$ cat config.mk
export PLATFORM = sky130hd
export DESIGN_NAME = tea_iter_encryptor
export DESIGN_NICKNAME = d
export VERILOG_FILES = /design/src/rtl/tea_iter_encryptor.sv
export SDC_FILE = /design/constraint.sdc
export NUM_CORES = 1
export LEC_CHECK = 0
export BUFFER_PORTS_ARGS = -buffer_cell sky130_fd_sc_hd__buf_2
export CORE_MARGIN = 1
export CORE_UTILIZATION = 55
export DETAILED_ROUTE_END_ITERATION = 7
export MAX_ROUTING_LAYER = met4
export PLACE_DENSITY = 0.86
export SYNTH_ARGS = -nofsm -noshare
export SYNTH_HDL_FRONTEND = slang
export SYNTH_SLANG_ARGS = --single-unit
$ cat constraint.sdc
create_clock -name clk -period 13 [get_ports clk]
set_clock_uncertainty 0.1 [all_clocks]
set_input_delay 1.3 -clock clk [delete_from_list [all_inputs] [get_ports clk]]
set_output_delay 1.3 -clock clk [all_outputs]
set_load 0.02 [all_outputs]
$ cat src/rtl/tea_iter_encryptor.sv
// Iterative TEA block encryptor: one full TEA cycle (both half-rounds) per enabled clock.
// Latency: accept edge A, ciphertext and out_valid visible after edge A+ROUNDS.
// Backpressure: result held in DONE until out_ready; in_ready only in IDLE; ena=0 freezes all.
//
// Ports:
//   clk, rst          rising-edge clock, asynchronous active-high reset
//   ena               clock enable; 0 holds every register and blocks both handshakes
//   in_valid/in_ready input handshake carrying in_block (v0=[63:32], v1=[31:0]) and in_key
//   out_valid/out_ready output handshake carrying out_block = {v0,v1} ciphertext
//   busy              high while rounds are being computed
module tea_iter_encryptor #(
  parameter int          ROUNDS = 32,
  parameter logic [31:0] DELTA  = 32'h9E3779B9
) (
  input  logic         clk,
  input  logic         rst,
  input  logic         ena,
  input  logic         in_valid,
  output logic         in_ready,
  input  logic [63:0]  in_block,
  input  logic [127:0] in_key,
  output logic         out_valid,
  input  logic         out_ready,
  output logic [63:0]  out_block,
  output logic         busy
);

  typedef enum logic [1:0] {
    S_IDLE = 2'd0,
    S_RUN  = 2'd1,
    S_DONE = 2'd2
  } state_t;

  // Round counter value on the edge that completes the final cycle.
  localparam logic [7:0] LAST_CNT = 8'(ROUNDS - 1);

  state_t       r_state;
  state_t       w_next_state;
  logic [7:0]   r_cnt;
  logic [31:0]  r_sum;
  logic [31:0]  r_v0;
  logic [31:0]  r_v1;
  logic [127:0] r_key;
  logic [63:0]  r_out_block;

  logic [31:0]  w_k0, w_k1, w_k2, w_k3;
  logic [31:0]  w_sum_nx;
  logic [31:0]  w_v0_nx;
  logic [31:0]  w_v1_nx;
  logic         w_last;

  assign w_k0 = r_key[127:96];
  assign w_k1 = r_key[95:64];
  assign w_k2 = r_key[63:32];
  assign w_k3 = r_key[31:0];

  // One full TEA cycle; the v1 half consumes the freshly computed v0.
  assign w_sum_nx = r_sum + DELTA;
  assign w_v0_nx  = r_v0 + (((r_v1 << 4) + w_k0) ^ (r_v1 + w_sum_nx) ^ ((r_v1 >> 5) + w_k1));
  assign w_v1_nx  = r_v1 + (((w_v0_nx << 4) + w_k2) ^ (w_v0_nx + w_sum_nx) ^ ((w_v0_nx >> 5) + w_k3));
  assign w_last   = (r_cnt == LAST_CNT);

  // State register
  always_ff @(posedge clk or posedge rst) begin
    if (rst) begin
      r_state <= S_IDLE;
    end else if (ena) begin
      r_state <= w_next_state;
    end
  end

  // Next-state logic
  always_comb begin
    w_next_state = r_state;
    case (r_state)
      S_IDLE:  if (in_valid)  w_next_state = S_RUN;
      S_RUN:   if (w_last)    w_next_state = S_DONE;
      S_DONE:  if (out_ready) w_next_state = S_IDLE;
      default: w_next_state = S_IDLE;
    endcase
  end

  // Output decode
  always_comb begin
    in_ready  = 1'b0;
    busy      = 1'b0;
    out_valid = 1'b0;
    case (r_state)
      S_IDLE:  in_ready  = 1'b1;
      S_RUN:   busy      = 1'b1;
      S_DONE:  out_valid = 1'b1;
      default: in_ready  = 1'b0;
    endcase
  end

  assign out_block = r_out_block;

  // Datapath. out_block has its own register so it keeps the last ciphertext
  // after the handshake while v0/v1 are reloaded for the next block.
  always_ff @(posedge clk or posedge rst) begin
    if (rst) begin
      r_cnt       <= 8'd0;
      r_sum       <= 32'd0;
      r_v0        <= 32'd0;
      r_v1        <= 32'd0;
      r_key       <= 128'd0;
      r_out_block <= 64'd0;
    end else if (ena) begin
      case (r_state)
        S_IDLE: begin
          if (in_valid) begin
            r_v0  <= in_block[63:32];
            r_v1  <= in_block[31:0];
            r_key <= in_key;
            r_sum <= 32'd0;
            r_cnt <= 8'd0;
          end
        end
        S_RUN: begin
          r_v0  <= w_v0_nx;
          r_v1  <= w_v1_nx;
          r_sum <= w_sum_nx;
          r_cnt <= r_cnt + 8'd1;
          if (w_last) begin
            r_out_block <= {w_v0_nx, w_v1_nx};
          end
        end
        default: begin
        end
      endcase
    end
  end

endmodule
-- Yosys cells after proc, flatten, opt, wreduce, memory -nomap -nowiden
Cells that the tools add are included.
- register bits after elaboration: 298
- logic and storage cells: 48
- add/subtract/negate cells: 10
- equality and inequality tests: 6
- muxes and demuxes: 15
- bitwise operators: 4
- reductions and logical operators: 6
- operators by type and width (cell ; count):
    adder 32 bit ; 6
    case mux 32 bit (2 select lines) ; 3
    bitwise XOR 32 bit ; 4
    two-way mux 32 bit ; 3
    adder 27 x 32 -> 32 bit ; 2
    adder 32 bit (second input constant) ; 1
    case mux 8 bit (2 select lines) ; 1
    AND reduction 3 bit ; 3
    adder 8 x 1 -> 8 bit (second input constant) ; 1
    == test 8 x 5 -> 1 bit (second input constant) ; 1
    two-way mux 8 bit ; 1
    two-way mux 2 bit ; 3
    inequality test 2 bit (second input constant) ; 3
    case mux 2 bit (3 select lines) ; 1
    AND reduction 4 bit ; 1
    two-way mux 1 bit ; 3
    == test 2 x 1 -> 1 bit (second input constant) ; 1
    == test 2 bit (second input constant) ; 1
    zero test 2 bit ; 1
    nonzero test 2 bit ; 1

-- Logic depth before layout (Yosys ltp)
- depth after elaboration: 10
- gate-level depth with buffers: 49
- mapped depth without buffers: 49

-- Worst setup path after synthesis
Ideal clock, no wire load.
- kind: reg-to-reg
- from: register r_sum[0]
- to: register r_v1[31]
- library setup time: 0.130 ns
- arrival time: 8.943 ns
- data required time: 12.770 ns
- slack: 3.827 ns
- cell stages (with the launch flop): 47
- period minus slack after synthesis: 9.173 ns
- path through: dfrtp_1 -> ha_1 -> a21oi_1 -> xor2_1 -> ha_1 -> a2111oi_2 -> o21ai_0 -> a31o_2 -> a21o_1 -> a21oi_2 -> o21ai_0 -> nand2b_1 -> a21oi_1 -> xnor2_1 -> xnor2_1 -> xnor2_1 -> ha_1 -> clkbuf_1 -> (+11 left out) -> nand2_1 -> a211oi_1 -> a21boi_0 -> xnor2_1 -> xnor2_1 -> xnor2_1 -> ha_1 -> and4_1 -> and3_1 -> a22o_1 -> o21ai_0 -> o311a_1 -> nor2_1 -> a211oi_1 -> o21ai_0 -> xnor3_1 -> xor2_1 -> o21ai_1
- cells in the longest elaborated chain, start to end: 10
- ends and longest elaborated chain (element ; RTL line ; text):
    start: declaration ; 40 ; logic [31:0] r_sum;
    start signal: assignment ; 122 ; r_sum <= w_sum_nx;
    adder 32 bit * ; 58 ; assign w_sum_nx = r_sum + DELTA;
    adder 32 bit * ; 59 ; assign w_v0_nx = r_v0 + (((r_v1 << 4) + w_k0) ^ (r_v1 + w_sum_nx) ^ ((r_v1 >> 5) + w_k1));
    bitwise XOR 32 bit * (2 in series) ; 59 ;
    adder 32 bit * ; 59 ;
    via w_v0_nx[25] ; 48 ; logic [31:0] w_v0_nx;
    adder 32 bit ; 60 ; assign w_v1_nx = r_v1 + (((w_v0_nx << 4) + w_k2) ^ (w_v0_nx + w_sum_nx) ^ ((w_v0_nx >> 5) + w_k3));
    bitwise XOR 32 bit ; 60 ;
    bitwise XOR 32 bit * ; 60 ;
    adder 32 bit * ; 60 ;
    case mux 32 bit (2 select lines) * ; 109 ; case (r_state)
    end signal: assignment ; 113 ; r_v1 <= in_block[31:0];
    end signal: assignment ; 121 ; r_v1 <= w_v1_nx;
    end: declaration ; 42 ; logic [31:0] r_v1;
The timed path passes the listed nets; every way through them passes the cells marked *.
A chain may end at the register's enable or synchronous reset.

-- Worst setup path after layout
- from: register r_sum[0]
- to: register r_out_block[31], in the netlist out_block[31]
- cells in the longest elaborated chain, start to end: 9
- ends and longest elaborated chain (element ; RTL line ; text):
    adder 32 bit * ; 58 ;
    adder 32 bit * ; 59 ;
    bitwise XOR 32 bit * (2 in series) ; 59 ;
    adder 32 bit * ; 59 ;
    via w_v0_nx[25] ; 48 ;
    adder 32 bit ; 60 ;
    bitwise XOR 32 bit ; 60 ;
    bitwise XOR 32 bit * ; 60 ;
    adder 32 bit * ; 60 ;
    end signal: assignment ; 125 ; r_out_block <= {w_v0_nx, w_v1_nx};
    end: declaration ; 44 ; logic [63:0] r_out_block;
Marks and branches as above.

==> summary.md <==
| Metric | Value |
|---|---|
| Run status | `finished clean` |
| Maximum level of the CTS H-tree | `2` |
| Crit end category | `register` |
| Most instantiated flip-flop cell in the synthesis netlist | `sky130_fd_sc_hd__dfrtp_1` |
| Routed Wire Length | `77.1 mm` |
| Number of vias per cell | `6.27` |
| Worst-path fanout max | `7` |
| Timing-limited maximum frequency | `88.5 MHz` |
| Type of the worst min-delay path | `reg2reg` |
| Fraction of final layout cells sized beyond drive strength 1 | `0.179` |
| CP Data Required Time | `13.31 ns` |
| Setup repair after global routing missed its margin | `false` |
| Clock net sink count | `298` |
| Syn Area/Cell | `9.24 um2` |
| Antenna Nets Post-Route | `0` |
| Global-route usage over all layers | `0.354` |
| Biggest area contributors in the synthesized netlist | `sky130_fd_sc_hd__dfrtp_1, sky130_fd_sc_hd__ha_1, sky130_fd_sc_hd__xnor2_1` |
| Count of final hold-check violations | `0` |
| Std-Cell Core Area | `43,500 um2` |
| Bufs on Longest Clock Path | `3` |
| Final RePlAce weighted congestion | `1.02` |
| Setup repair bufs after CTS | `0` |
| Crit path largest cell delay | `0.60 ns` |
| Clock root buffer | `sky130_fd_sc_hd__clkbuf_16` |
| CTS clock-pin slew for the worst setup and hold paths | `0.06 ns` |
| Area used by sequential logic in the layout | `7460 um2` |
| Boundary Pins | `264` |
| Total Nets Final | `3,337` |
| Most numerous cell in the Yosys netlist | `sky130_fd_sc_hd__xnor2_1` |
| Fin. max-slew vios | `0` |
| Number of port buffers | `263` |
| Top post-synthesis cells by count | `sky130_fd_sc_hd__xnor2_1, sky130_fd_sc_hd__dfrtp_1, sky130_fd_sc_hd__nand2_1` |
| Tightest Pin Transition | `1.02 ns` |
| Number of setup violations in the final report | `0` |
| Number of hold buffers added after CTS | `0` |
| Synth-to-Final Area Change | `12.3%` |
| Type of origin of the critical path | `register` |
| Die height | `213 um` |
| Die Wd | `213 um` |
| Final min period | `11.30 ns` |
| Routed len/inst | `22.1 um` |
| Max cap viols | `0` |
| # DRC | `0` |
| Die outline area | `45,200 um2` |
| Clock latency on the worst-skew pair | `0.57 ns` |
| Layout fillers | `3,543` |
| Number of antenna violations at the first check in global routing | `0` |
| 1st-pass router iterations | `7` |
| CTS-repair resized insts | `0` |
| Number of global-route vias before repair | `21,447` |
| Effective utilization at floorplan | `0.562` |
| Cell taking the most area after synthesis | `sky130_fd_sc_hd__dfrtp_1` |
| Warnings, synthesis | `0` |
| Number of enable-type register cells in the synthesized netlist | `0` |
| Top cell family by delay on the critical path | `compound AO/OA/AOI/OAI gates` |
| Synthesized netlist cell count | `2,641` |
| Number of unique standard cell types used by synthesis | `79` |
| Diodes inserted | `0` |
| Vias after detailed routing | `21,903` |
| Placement row count | `76` |
| Portion of the post-synthesis area used by sequential elements | `0.306` |
| Synth Net Count | `3,095` |
| Maximum number of pins on one net before global-route repair | `171` |
| Setup TNS | `0 ns` |
| Cell with the largest stage delay on the worst path | `sky130_fd_sc_hd__xnor2_1` |
| Netlist Area Pre-Place | `24,400 um2` |
| Worst Path Buf+Inv | `0` |
| Most repeated library cell on the critical path | `sky130_fd_sc_hd__xnor2_1` |
| Clock tree from TritonCTS | `done` |
| Number of buffers inserted during clock tree synthesis | `35` |
| Part of the cycle the worst path needs | `0.869` |
| Global-route wire length before repair | `119 mm` |
| Remaining max-slew budget at the tightest pin | `0.316` |
| Arrival time at the worst endpoint | `11.60 ns` |
| Worst setup path class | `reg2reg` |
| Combined area of the multi-input logic cells | `16,500 um2` |
| Placed wire-length estimate | `59.6 mm` |
| Share of Yosys cell area claimed by the top area cell type | `0.306` |
| Synthesis-stage register bit count | `298` |
| Number of DRC violations after detailed-routing iteration 0 | `2,052` |
| Remaining global-route overflow | `0` |
| Share of flip-flops with an asynchronous set or reset | `1.00` |
-- flip-flops by register name, indices dropped and copies added, names as in the netlist --
name	flops
r_key	128
out_block	64
r_sum	32
r_v0	32
r_v1	32
r_cnt	8
r_state	2
-- per-layer routing --
metal,vias up,global-route usage,share of wire
met3,149,0.0489,0.082
met4,0,0.118,0.031
met5,-,-,0
met1,10686,0.485,0.45
met2,990,0.537,0.44
li1,10078,-,-
-- layout make-up --
| type | count | area share |
|---|---|---|
| Multi-Input combinational cell | 2209 | 0.601 |
| Sequential cell | 298 | 0.272 |
| Timing Repair Buffer | 274 | 0.0515 |
| Clock buffer | 50 | 0.0351 |
| Tap cell | 585 | 0.0267 |
| Inverter | 65 | 0.00918 |
| Clock inverter | 12 | 0.00411 |
-- final timing paths --
path,start,endpoint,slack (ns),cells past startpoint
setup / recovery,r_sum[0],out_block[31],1.70,45
hold / removal,out_block[20],out_block[20],0.37,2
setup reg to reg,r_sum[0],out_block[31],1.70,45
hold reg to reg,out_block[20],out_block[20],0.37,2
max in group asynchronous,rst,r_key[18],10.51,3
min in group asynchronous,rst,out_block[8],0.78,2
-- cells by family (layout without fill, tap and decap cells) --
| family | count (synthesis) | after routing | share of synthesized area |
|---|---|---|---|
| muxes | 160 | 160 | 0.0737 |
| DFF | 298 | 298 | 0.306 |
| adders and majority gates | 257 | 257 | 0.134 |
| and+or+nand+nor | 610 | 610 | 0.113 |
| AOI/OAI and AO/OA | 801 | 801 | 0.212 |
| xor gates and xnor gates | 381 | 381 | 0.140 |
| buffers and inverters | 134 | 401 | 0.0206 |
-- cells in the final DEF, fill, tap and decap left out, types with 6 or more instances in the layout --
master | netlist | final
sky130_fd_sc_hd__a21o_1 | 103 | 103
sky130_fd_sc_hd__a211o_1 | 7 | 7
sky130_fd_sc_hd__nand4_1 | 15 | 15
sky130_fd_sc_hd__buf_4 | 0 | 10
sky130_fd_sc_hd__dfrtp_1 | 298 | 298
sky130_fd_sc_hd__a221oi_1 | 7 | 7
sky130_fd_sc_hd__and2_1 | 8 | 8
sky130_fd_sc_hd__o31ai_1 | 19 | 19
sky130_fd_sc_hd__nor3_1 | 31 | 31
sky130_fd_sc_hd__buf_2 | 0 | 263
sky130_fd_sc_hd__a22oi_1 | 35 | 35
sky130_fd_sc_hd__nor2_1 | 144 | 142
sky130_fd_sc_hd__and4_1 | 6 | 6
sky130_fd_sc_hd__xnor2_1 | 303 | 303
sky130_fd_sc_hd__clkbuf_16 | 0 | 35
sky130_fd_sc_hd__or3_1 | 8 | 8
sky130_fd_sc_hd__nor2b_1 | 20 | 20
sky130_fd_sc_hd__and3_1 | 17 | 17
sky130_fd_sc_hd__a22o_1 | 10 | 10
sky130_fd_sc_hd__o31a_1 | 6 | 6
sky130_fd_sc_hd__clkbuf_1 | 62 | 12
sky130_fd_sc_hd__a31oi_1 | 32 | 32
sky130_fd_sc_hd__a21oi_1 | 196 | 196
sky130_fd_sc_hd__o21ai_0 | 204 | 204
sky130_fd_sc_hd__o21bai_1 | 28 | 28
sky130_fd_sc_hd__or2_2 | 7 | 7
sky130_fd_sc_hd__mux2_2 | 158 | 158
sky130_fd_sc_hd__nand3_1 | 46 | 46
sky130_fd_sc_hd__ha_1 | 249 | 249
sky130_fd_sc_hd__o211ai_1 | 15 | 15
sky130_fd_sc_hd__nand2_1 | 252 | 251
sky130_fd_sc_hd__a21boi_0 | 7 | 7
sky130_fd_sc_hd__xor2_1 | 72 | 72
sky130_fd_sc_hd__inv_1 | 65 | 64
sky130_fd_sc_hd__a31o_2 | 8 | 8
sky130_fd_sc_hd__fa_1 | 8 | 8
sky130_fd_sc_hd__a211oi_1 | 22 | 22
sky130_fd_sc_hd__o21a_1 | 36 | 36
sky130_fd_sc_hd__nand2b_1 | 36 | 36
-- tightest hold or removal path, cell delays in order (launching register included) --
cell	delay [ns]
sky130_fd_sc_hd__dfrtp_1	0.34
sky130_fd_sc_hd__nand2_1	0.05
sky130_fd_sc_hd__nand2_1	0.05
-- stage by stage --
stage | area, um2 | hold slack (ns) | setup slack [ns] | util | cells
finish | 27400 | 0.371 | 1.70 | 0.631 | 3493
global route | 27400 | 0.395 | 0.811 | 0.631 | 3493
CTS | 27400 | 0.377 | 2.00 | 0.631 | 3493
detailed placement | 26300 | 0.363 | 2.07 | 0.606 | 3431
global placement | 26300 | 0.360 | 2.28 | 0.606 | 3431
floorplan | 24400 | 0.345 | 3.37 | - | 2641
Power is left out: the tool's default activity adds up to more than one toggle a clock period on the data nets, which glitch-free logic cannot reach.
